`src/rtl/rf_pkg.sv`:
```
// Shared register-file types and constants for the writeback arbiter slice.
package rf_pkg;

  localparam int unsigned DATA_W   = 16;
  localparam int unsigned REG_ID_W = 4;
  localparam int unsigned NUM_REGS = 16;

  typedef struct packed {
    logic [REG_ID_W-1:0] dst;
    logic [DATA_W-1:0]   data;
  } rf_wr_t;

  function automatic logic [NUM_REGS-1:0] dst_onehot(input logic [REG_ID_W-1:0] dst);
    dst_onehot      = '0;
    dst_onehot[dst] = 1'b1;
  endfunction

endpackage

```
`src/rtl/rf_wb_arbiter_if.sv`:
```
// Writeback port bundle: pipeline and multi-cycle producers, register-file port, hazard status.
interface rf_wb_arbiter_if
  import rf_pkg::*;
#(
  parameter int unsigned FIFO_DEPTH = 2
);
  localparam int unsigned CntW = $clog2(FIFO_DEPTH) + 1;

  logic                pipe_we;
  logic [REG_ID_W-1:0] pipe_dst;
  logic [DATA_W-1:0]   pipe_data;
  logic                mc_valid;
  logic                mc_ready;
  logic [REG_ID_W-1:0] mc_dst;
  logic [DATA_W-1:0]   mc_data;
  logic                rf_WriteReg;
  logic [REG_ID_W-1:0] rf_DstReg;
  logic [DATA_W-1:0]   rf_DstData;
  logic [NUM_REGS-1:0] pend_busy;
  logic [CntW-1:0]     fifo_count;
  logic                stall_req;

  modport master (
    output pipe_we, pipe_dst, pipe_data, mc_valid, mc_dst, mc_data,
    input  mc_ready, rf_WriteReg, rf_DstReg, rf_DstData, pend_busy, fifo_count, stall_req
  );

  modport slave (
    input  pipe_we, pipe_dst, pipe_data, mc_valid, mc_dst, mc_data,
    output mc_ready, rf_WriteReg, rf_DstReg, rf_DstData, pend_busy, fifo_count, stall_req
  );

endinterface

```
`src/rtl/rf_wb_fifo.sv`:
```
// Synchronous FIFO of pending register writes; exposes per-slot valid/dst for hazard decode.
module rf_wb_fifo
  import rf_pkg::*;
#(
  parameter int unsigned Depth = 2
) (
  input  logic                                i_clk,
  input  logic                                i_rst,
  input  logic                                i_push,
  input  rf_wr_t                              i_wr,
  input  logic                                i_pop,
  output rf_wr_t                              o_head,
  output logic [$clog2(Depth):0]              o_count,
  output logic [Depth-1:0]                    o_ent_valid,
  output logic [Depth-1:0][REG_ID_W-1:0]      o_ent_dst
);

  localparam int unsigned PtrW = $clog2(Depth);
  localparam int unsigned CntW = $clog2(Depth) + 1;

  rf_wr_t            r_mem [Depth];
  logic [PtrW-1:0]   r_wr_ptr;
  logic [PtrW-1:0]   r_rd_ptr;
  logic [CntW-1:0]   r_count;
  logic [Depth-1:0]  r_valid;

  always_ff @(posedge i_clk or posedge i_rst) begin
    if (i_rst) begin
      r_wr_ptr <= '0;
      r_rd_ptr <= '0;
      r_count  <= '0;
      r_valid  <= '0;
    end else begin
      // Clear before set so a push into the slot being popped stays valid.
      if (i_pop) begin
        r_rd_ptr          <= r_rd_ptr + PtrW'(1);
        r_valid[r_rd_ptr] <= 1'b0;
      end
      if (i_push) begin
        r_wr_ptr          <= r_wr_ptr + PtrW'(1);
        r_valid[r_wr_ptr] <= 1'b1;
      end
      case ({i_push, i_pop})
        2'b10:   r_count <= r_count + CntW'(1);
        2'b01:   r_count <= r_count - CntW'(1);
        default: r_count <= r_count;
      endcase
    end
  end

  always_ff @(posedge i_clk) begin
    if (i_push) begin
      r_mem[r_wr_ptr] <= i_wr;
    end
  end

  always_comb begin
    for (int i = 0; i < int'(Depth); i++) begin
      o_ent_dst[i] = r_mem[i].dst;
    end
  end

  assign o_head      = r_mem[r_rd_ptr];
  assign o_count     = r_count;
  assign o_ent_valid = r_valid;

endmodule

```
`src/rtl/rf_wb_arbiter.sv`:
```
// Register-file write-port arbiter: pipeline priority, multi-cycle cut-through and buffering.
// Optional starvation guard enabled by defining RF_WB_STARVE_GUARD_EN.
module rf_wb_arbiter
  import rf_pkg::*;
#(
  parameter int unsigned FIFO_DEPTH   = 2,
  parameter int unsigned STARVE_LIMIT = 4
) (
  input  logic           clk,
  input  logic           rst,
  rf_wb_arbiter_if.slave bus
);

  localparam int unsigned CntW = $clog2(FIFO_DEPTH) + 1;

  logic                                 w_pipe_live;
  logic                                 w_xfer;
  logic                                 w_fifo_nonempty;
  logic                                 w_cut;
  logic                                 w_push;
  logic                                 w_pop;
  rf_wr_t                               w_head;
  rf_wr_t                               w_mc_wr;
  logic [CntW-1:0]                      w_count;
  logic [FIFO_DEPTH-1:0]                w_ent_valid;
  logic [FIFO_DEPTH-1:0][REG_ID_W-1:0]  w_ent_dst;

  assign w_pipe_live     = bus.pipe_we && (bus.pipe_dst != '0);
  assign w_fifo_nonempty = (w_count != '0);
  // Ready looks only at registered occupancy, so a same-cycle pop never frees a full FIFO.
  assign bus.mc_ready    = !rst && (w_count < CntW'(FIFO_DEPTH));
  assign w_xfer          = bus.mc_valid && bus.mc_ready;
  assign w_mc_wr         = '{dst: bus.mc_dst, data: bus.mc_data};

  always_comb begin
    bus.rf_WriteReg = 1'b0;
    bus.rf_DstReg   = '0;
    bus.rf_DstData  = '0;
    w_pop           = 1'b0;
    w_cut           = 1'b0;
    if (!rst) begin
      if (w_pipe_live) begin
        bus.rf_WriteReg = 1'b1;
        bus.rf_DstReg   = bus.pipe_dst;
        bus.rf_DstData  = bus.pipe_data;
      end else if (w_fifo_nonempty) begin
        bus.rf_WriteReg = 1'b1;
        bus.rf_DstReg   = w_head.dst;
        bus.rf_DstData  = w_head.data;
        w_pop           = 1'b1;
      end else if (w_xfer && (bus.mc_dst != '0)) begin
        bus.rf_WriteReg = 1'b1;
        bus.rf_DstReg   = bus.mc_dst;
        bus.rf_DstData  = bus.mc_data;
        w_cut           = 1'b1;
      end
    end
  end

  // R0 results complete the handshake but are never stored.
  assign w_push = w_xfer && (bus.mc_dst != '0) && !w_cut;

  rf_wb_fifo #(
    .Depth (FIFO_DEPTH)
  ) u_fifo (
    .i_clk       (clk),
    .i_rst       (rst),
    .i_push      (w_push),
    .i_wr        (w_mc_wr),
    .i_pop       (w_pop),
    .o_head      (w_head),
    .o_count     (w_count),
    .o_ent_valid (w_ent_valid),
    .o_ent_dst   (w_ent_dst)
  );

  assign bus.fifo_count = w_count;

  always_comb begin
    bus.pend_busy = '0;
    for (int i = 0; i < int'(FIFO_DEPTH); i++) begin
      if (w_ent_valid[i]) begin
        bus.pend_busy = bus.pend_busy | dst_onehot(w_ent_dst[i]);
      end
    end
  end

`ifdef RF_WB_STARVE_GUARD_EN
  localparam int unsigned StarveW = $clog2(STARVE_LIMIT + 1);

  logic [StarveW-1:0] r_starve_cnt;
  logic [StarveW-1:0] w_starve_cnt_nxt;
  logic               r_stall;
  logic               w_stall_nxt;

  always_comb begin
    w_starve_cnt_nxt = r_starve_cnt;
    w_stall_nxt      = r_stall;
    if (w_pop) begin
      w_starve_cnt_nxt = '0;
      w_stall_nxt      = 1'b0;
    end else begin
      if (w_fifo_nonempty && w_pipe_live && (r_starve_cnt < StarveW'(STARVE_LIMIT))) begin
        w_starve_cnt_nxt = r_starve_cnt + StarveW'(1);
      end
      if (w_starve_cnt_nxt >= StarveW'(STARVE_LIMIT)) begin
        w_stall_nxt = 1'b1;
      end
    end
  end

  always_ff @(posedge clk or posedge rst) begin
    if (rst) begin
      r_starve_cnt <= '0;
      r_stall      <= 1'b0;
    end else begin
      r_starve_cnt <= w_starve_cnt_nxt;
      r_stall      <= w_stall_nxt;
    end
  end

  assign bus.stall_req = r_stall;
`else
  logic w_unused_cfg;
  assign w_unused_cfg  = |STARVE_LIMIT;
  assign bus.stall_req = 1'b0;
`endif

  // The hazard unit must hold back a pipe write to a register still waiting in the FIFO.
  pipe_dst_not_pending: assert property (@(posedge clk) disable iff (rst)
    !(w_pipe_live && bus.pend_busy[bus.pipe_dst]));

endmodule
```
`src/flat_wrapper.sv`:
```
// flat-port wrapper written by rule: the top's interface ports become plain ports
module rf_wb_arbiter_flat import rf_pkg::*;
#(
  parameter int unsigned FIFO_DEPTH   = 2,
  parameter int unsigned STARVE_LIMIT = 4
)
  (clk, rst, bus_pipe_we, bus_pipe_dst, bus_pipe_data, bus_mc_valid, bus_mc_dst, bus_mc_data, bus_mc_ready, bus_rf_WriteReg, bus_rf_DstReg, bus_rf_DstData, bus_pend_busy, bus_fifo_count, bus_stall_req);
  rf_wb_arbiter_if #(.FIFO_DEPTH(FIFO_DEPTH)) bus_i ();
  input  logic clk;
  input  logic rst;
  input wire logic [$bits(bus_i.pipe_we)-1:0] bus_pipe_we;
  input wire logic [$bits(bus_i.pipe_dst)-1:0] bus_pipe_dst;
  input wire logic [$bits(bus_i.pipe_data)-1:0] bus_pipe_data;
  input wire logic [$bits(bus_i.mc_valid)-1:0] bus_mc_valid;
  input wire logic [$bits(bus_i.mc_dst)-1:0] bus_mc_dst;
  input wire logic [$bits(bus_i.mc_data)-1:0] bus_mc_data;
  output wire logic [$bits(bus_i.mc_ready)-1:0] bus_mc_ready;
  output wire logic [$bits(bus_i.rf_WriteReg)-1:0] bus_rf_WriteReg;
  output wire logic [$bits(bus_i.rf_DstReg)-1:0] bus_rf_DstReg;
  output wire logic [$bits(bus_i.rf_DstData)-1:0] bus_rf_DstData;
  output wire logic [$bits(bus_i.pend_busy)-1:0] bus_pend_busy;
  output wire logic [$bits(bus_i.fifo_count)-1:0] bus_fifo_count;
  output wire logic [$bits(bus_i.stall_req)-1:0] bus_stall_req;
  assign bus_i.pipe_we = bus_pipe_we;
  assign bus_i.pipe_dst = bus_pipe_dst;
  assign bus_i.pipe_data = bus_pipe_data;
  assign bus_i.mc_valid = bus_mc_valid;
  assign bus_i.mc_dst = bus_mc_dst;
  assign bus_i.mc_data = bus_mc_data;
  assign bus_mc_ready = bus_i.mc_ready;
  assign bus_rf_WriteReg = bus_i.rf_WriteReg;
  assign bus_rf_DstReg = bus_i.rf_DstReg;
  assign bus_rf_DstData = bus_i.rf_DstData;
  assign bus_pend_busy = bus_i.pend_busy;
  assign bus_fifo_count = bus_i.fifo_count;
  assign bus_stall_req = bus_i.stall_req;
  rf_wb_arbiter #(.FIFO_DEPTH(FIFO_DEPTH), .STARVE_LIMIT(STARVE_LIMIT)) u_core (.clk(clk), .rst(rst), .bus(bus_i));
endmodule
```
`config.mk`:
```
export PLATFORM = sky130hd
export DESIGN_NAME = rf_wb_arbiter_flat
export DESIGN_NICKNAME = d
export VERILOG_FILES = /design/src/rtl/rf_pkg.sv /design/src/rtl/rf_wb_arbiter_if.sv /design/src/rtl/rf_wb_fifo.sv /design/src/rtl/rf_wb_arbiter.sv /design/src/flat_wrapper.sv
export SDC_FILE = /design/constraint.sdc
export NUM_CORES = 1
export LEC_CHECK = 0
export ABC_CLOCK_PERIOD_IN_PS = 2300
export BUFFER_PORTS_ARGS = -buffer_cell sky130_fd_sc_hd__buf_4
export CORE_MARGIN = 4
export CORE_UTILIZATION = 46
export DETAILED_ROUTE_END_ITERATION = 10
export PLACE_DENSITY = 0.86
export SLEW_MARGIN = 5
export SYNTH_ARGS = -nofsm -noshare
export SYNTH_HDL_FRONTEND = slang
export SYNTH_HIERARCHICAL = 1
export SYNTH_SLANG_ARGS = --single-unit
```
`constraint.sdc`:
```
create_clock -name clk -period 2.3 [get_ports clk]
set_input_delay 0.23 -clock clk [delete_from_list [all_inputs] [get_ports clk]]
set_output_delay 0.23 -clock clk [all_outputs]
set_load 0.005 [all_outputs]
```
==> results_dict.tcl <==
set metrics [dict create \
    via_count 2143 \
    wl_um 6580 \
    fillCellCount 391 \
    slowest_delay_ns 0.40 \
    min_period_over_period_pct 96.9 \
    ys_seq_area_share_pct 53.2 \
    crit_path_frequent_cell "buf_4" \
    dr.pass1.iters 4 \
    synth-main-ff-cell "edfxtp_1" \
    coreArea_sq_um 5240 \
    area.growth.synth_to_final_pct 33.4 \
    fin_cells 366 \
    p_int_mw 1.99 \
    critical-path-top-delay-family "buffers and inverters" \
    synthTopCellsByArea "edfxtp_1 (47%), mux2_2 (8.9%), dfrtp_1 (5.9%)" \
    timing_hold_violations_final 0 \
    design_area_sq_um 3390 \
    worstPathMaxFanout 9 \
    numCtsBuffers 5 \
    drc 0 \
    critPathArrivalTime_ns 2.00 \
    synth_area_leader_cell "edfxtp_1" \
    power_mw 2.94 \
    ctsLongestPathBuffers 2 \
    finalWorstSetupSlack_ns 0.0703 \
    maxSlewViolCount 0 \
    ios 85 \
    grt_usage_pct 19.6 \
    grt_overflow 0 \
    yosysMostFrequentCell "edfxtp_1" \
    power_frac_comb_pct 41.6 \
    antenna_found_initial 0 \
    synth_edf_count 40 \
    grt_pass1_vias 1999 \
    ys.warnings.count 6 \
    status "finished clean" \
    path_class "flop to output pin" \
    register_area_sq_um 1350 \
    cp.required_ns 2.07 \
    syn_avg_cell_area_sq_um 11.9 \
    postRouteAntennaNets 0 \
    clock_tree.root_cell "clkbuf_8" \
    drive_above_1_share_pct 47.3 \
    drtIter0Drc 131 \
    power.density_nw_per_um2 868 \
    synth_seq_cells 46 \
    placed_cells 354 \
    hold_class "primary input to flop" \
    p_sw_share_pct 32.4 \
    worst_slew_pin_slew_ns 1.03 \
    maxCapViolations 0 \
    die_y_um 82.3 \
    clk_transition_reported_paths_ns 0.08 \
    seqPwrFrac_pct 38.7 \
    clkPwrFrac_pct 19.8 \
    r2r_slack_ns 0.11 \
    ys_types 34 \
    fin_skew_ns 0.00569 \
    viasPerCell 5.86 \
    met2WireLength_um 3310 \
    yosys-top-cells-count "edfxtp_1 (40), nor2_1 (25), mux2_2 (20), a211oi_1 (18), a32oi_1 (16)" \
    grt_max_degree 22 \
    cts.htree.levels 2 \
    tritoncts "yes" \
    setup_viol 0 \
    dp_hpwl_um 4830 \
    cp-end-kind "output pin" \
    power.switching_mw 0.954 \
    dieWidth_um 82.3 \
    wire_per_inst_um 18.0 \
    num_rows 26 \
    async_reset_ff_share_pct 13.0 \
    syn-instance-count 213 \
    place.gp.congestion 0.816 \
    max_freq_mhz 448 \
    ir_worst_vdd_uv 609 \
    nets 340 \
    critical_path_buf_inv_count 3 \
    antenna_cells 0 \
    wl_met3_um 657 \
    wl_met1_um 2480 \
    cp_cell_sequence "buf_4, nor4b_4, buf_6, a32oi_1, a211oi_2, buf_4" \
    grt_pass1_wl_um 9960 \
    die_area_sq_um 6770 \
    leakage_nw 1.31 \
    initial_core_util_pct 48.5 \
    highest-signal-layer "met4" \
    cp-start-kind "flop" \
    synth_top_cell_area_share_pct 47.3 \
    post-place-ws_ns 0.0915 \
    multiInputGateArea_sq_um 1070 \
    portBuffers 83 \
    syn-num-nets 258 \
    dpl-instance-area_sq_um 3200 \
    cpMaxStageDelayCell "nor4b_4" \
    cts_sinks 46 \
    slew_headroom_pct 31.4 \
    finalCriticalPeriod_ns 2.23 \
    worstSkewPairLatency_ns 0.30 \
    syn-cell-area_sq_um 2540 \
]
## stage by stage
stage	hold WS, ns	TNS (ns)	util [%]
4_1_cts	0.107	0	63.4
5_1_grt	0.104	-0.502	64.7
2_1_floorplan	0.0210	0	-
3_5_place_dp	0.207	0	61.2
6_report	0.117	0	64.7
3_3_place_gp	0.197	0	61.2
## flip-flops by register name (all words and copies together) (netlist names)
signal and count:
u_core/u_fifo/o_count 2, u_core/u_fifo/o_ent_valid 2, u_core/u_fifo/r_mem 40, u_core/u_fifo/r_rd_ptr 1
u_core/u_fifo/r_wr_ptr 1
## worst paths after layout
kind	start	endpoint	depth (start not counted)
worst max register to register	u_core/u_fifo/o_count[1]	u_core/u_fifo/r_mem[1][9]	4
worst min-delay path	bus_mc_data[15]	u_core/u_fifo/r_mem[1][15]	1
worst max-delay path	u_core/u_fifo/o_count[0]	bus_rf_DstData[5]	6
worst min register to register	u_core/u_fifo/r_wr_ptr	u_core/u_fifo/r_wr_ptr	1
min in group asynchronous	rst	u_core/u_fifo/o_ent_valid[0]	3
max in group asynchronous	rst	u_core/u_fifo/o_count[1]	3
## layout by cell type (no fill, tap or decap), types with 5 or more instances in the layout
cell and count:
buf_4 96, edfxtp_1 40, nor2_1 24, mux2_2 20, a32oi_1 16, o22ai_1 12
a211oi_1 12, nand3_1 7, a211oi_2 6, dfrtp_1 6, clkbuf_8 5, inv_1 5
## layout make-up
cell class,instances,area share [%]
Multi-Input combinational cell,138,31.5
Tap cell,70,2.58
Inverter,5,0.554
Clock buffer,5,2.03
Clock inverter,3,1.18
Sequential cell,46,39.9
Timing Repair Buffer,99,22.2
## kinds of logic (layout without fill, tap and decap cells)
family | after synthesis | count (layout) | share of synthesized area, %
compound gates | 60 | 60 | 18.5
xor+xnor | 5 | 5 | 1.72
fa+ha+maj | 1 | 1 | 0.493
buf+inv | 29 | 112 | 7.00
flops | 46 | 46 | 53.2
mux | 20 | 20 | 8.87
other cells | 1 | 1 | 0.148
simple gates | 51 | 51 | 10.1
## power groups by stage
stage          sequential, mW  combinational, mW  clock (mW)
2_1_floorplan            1.15              0.717           0
3_3_place_gp             1.14               1.14           0
3_5_place_dp             1.15               1.16           0
4_1_cts                  1.13               1.17       0.591
5_1_grt                  1.15               1.32       0.622
6_report                 1.14               1.22       0.582
## what timing repair did
| item | CTS | global route |
|---|---|---|
| resized for setup | 0 | 9 |
| setup buffers | 0 | 3 |
| endpoints found under the hold margin | 6 | 0 |
| hold buffers | 1 | 0 |
| setup endpoints to repair | 0 | 32 |
## routing by layer
layer	vias up	GRT usage [%]
met5	-	0
met4	0	6.31
met3	10	6.07
met2	114	33.4
met1	1016	23.4
li1	1003	-
Note: power is estimated with default switching activity, not from simulation.
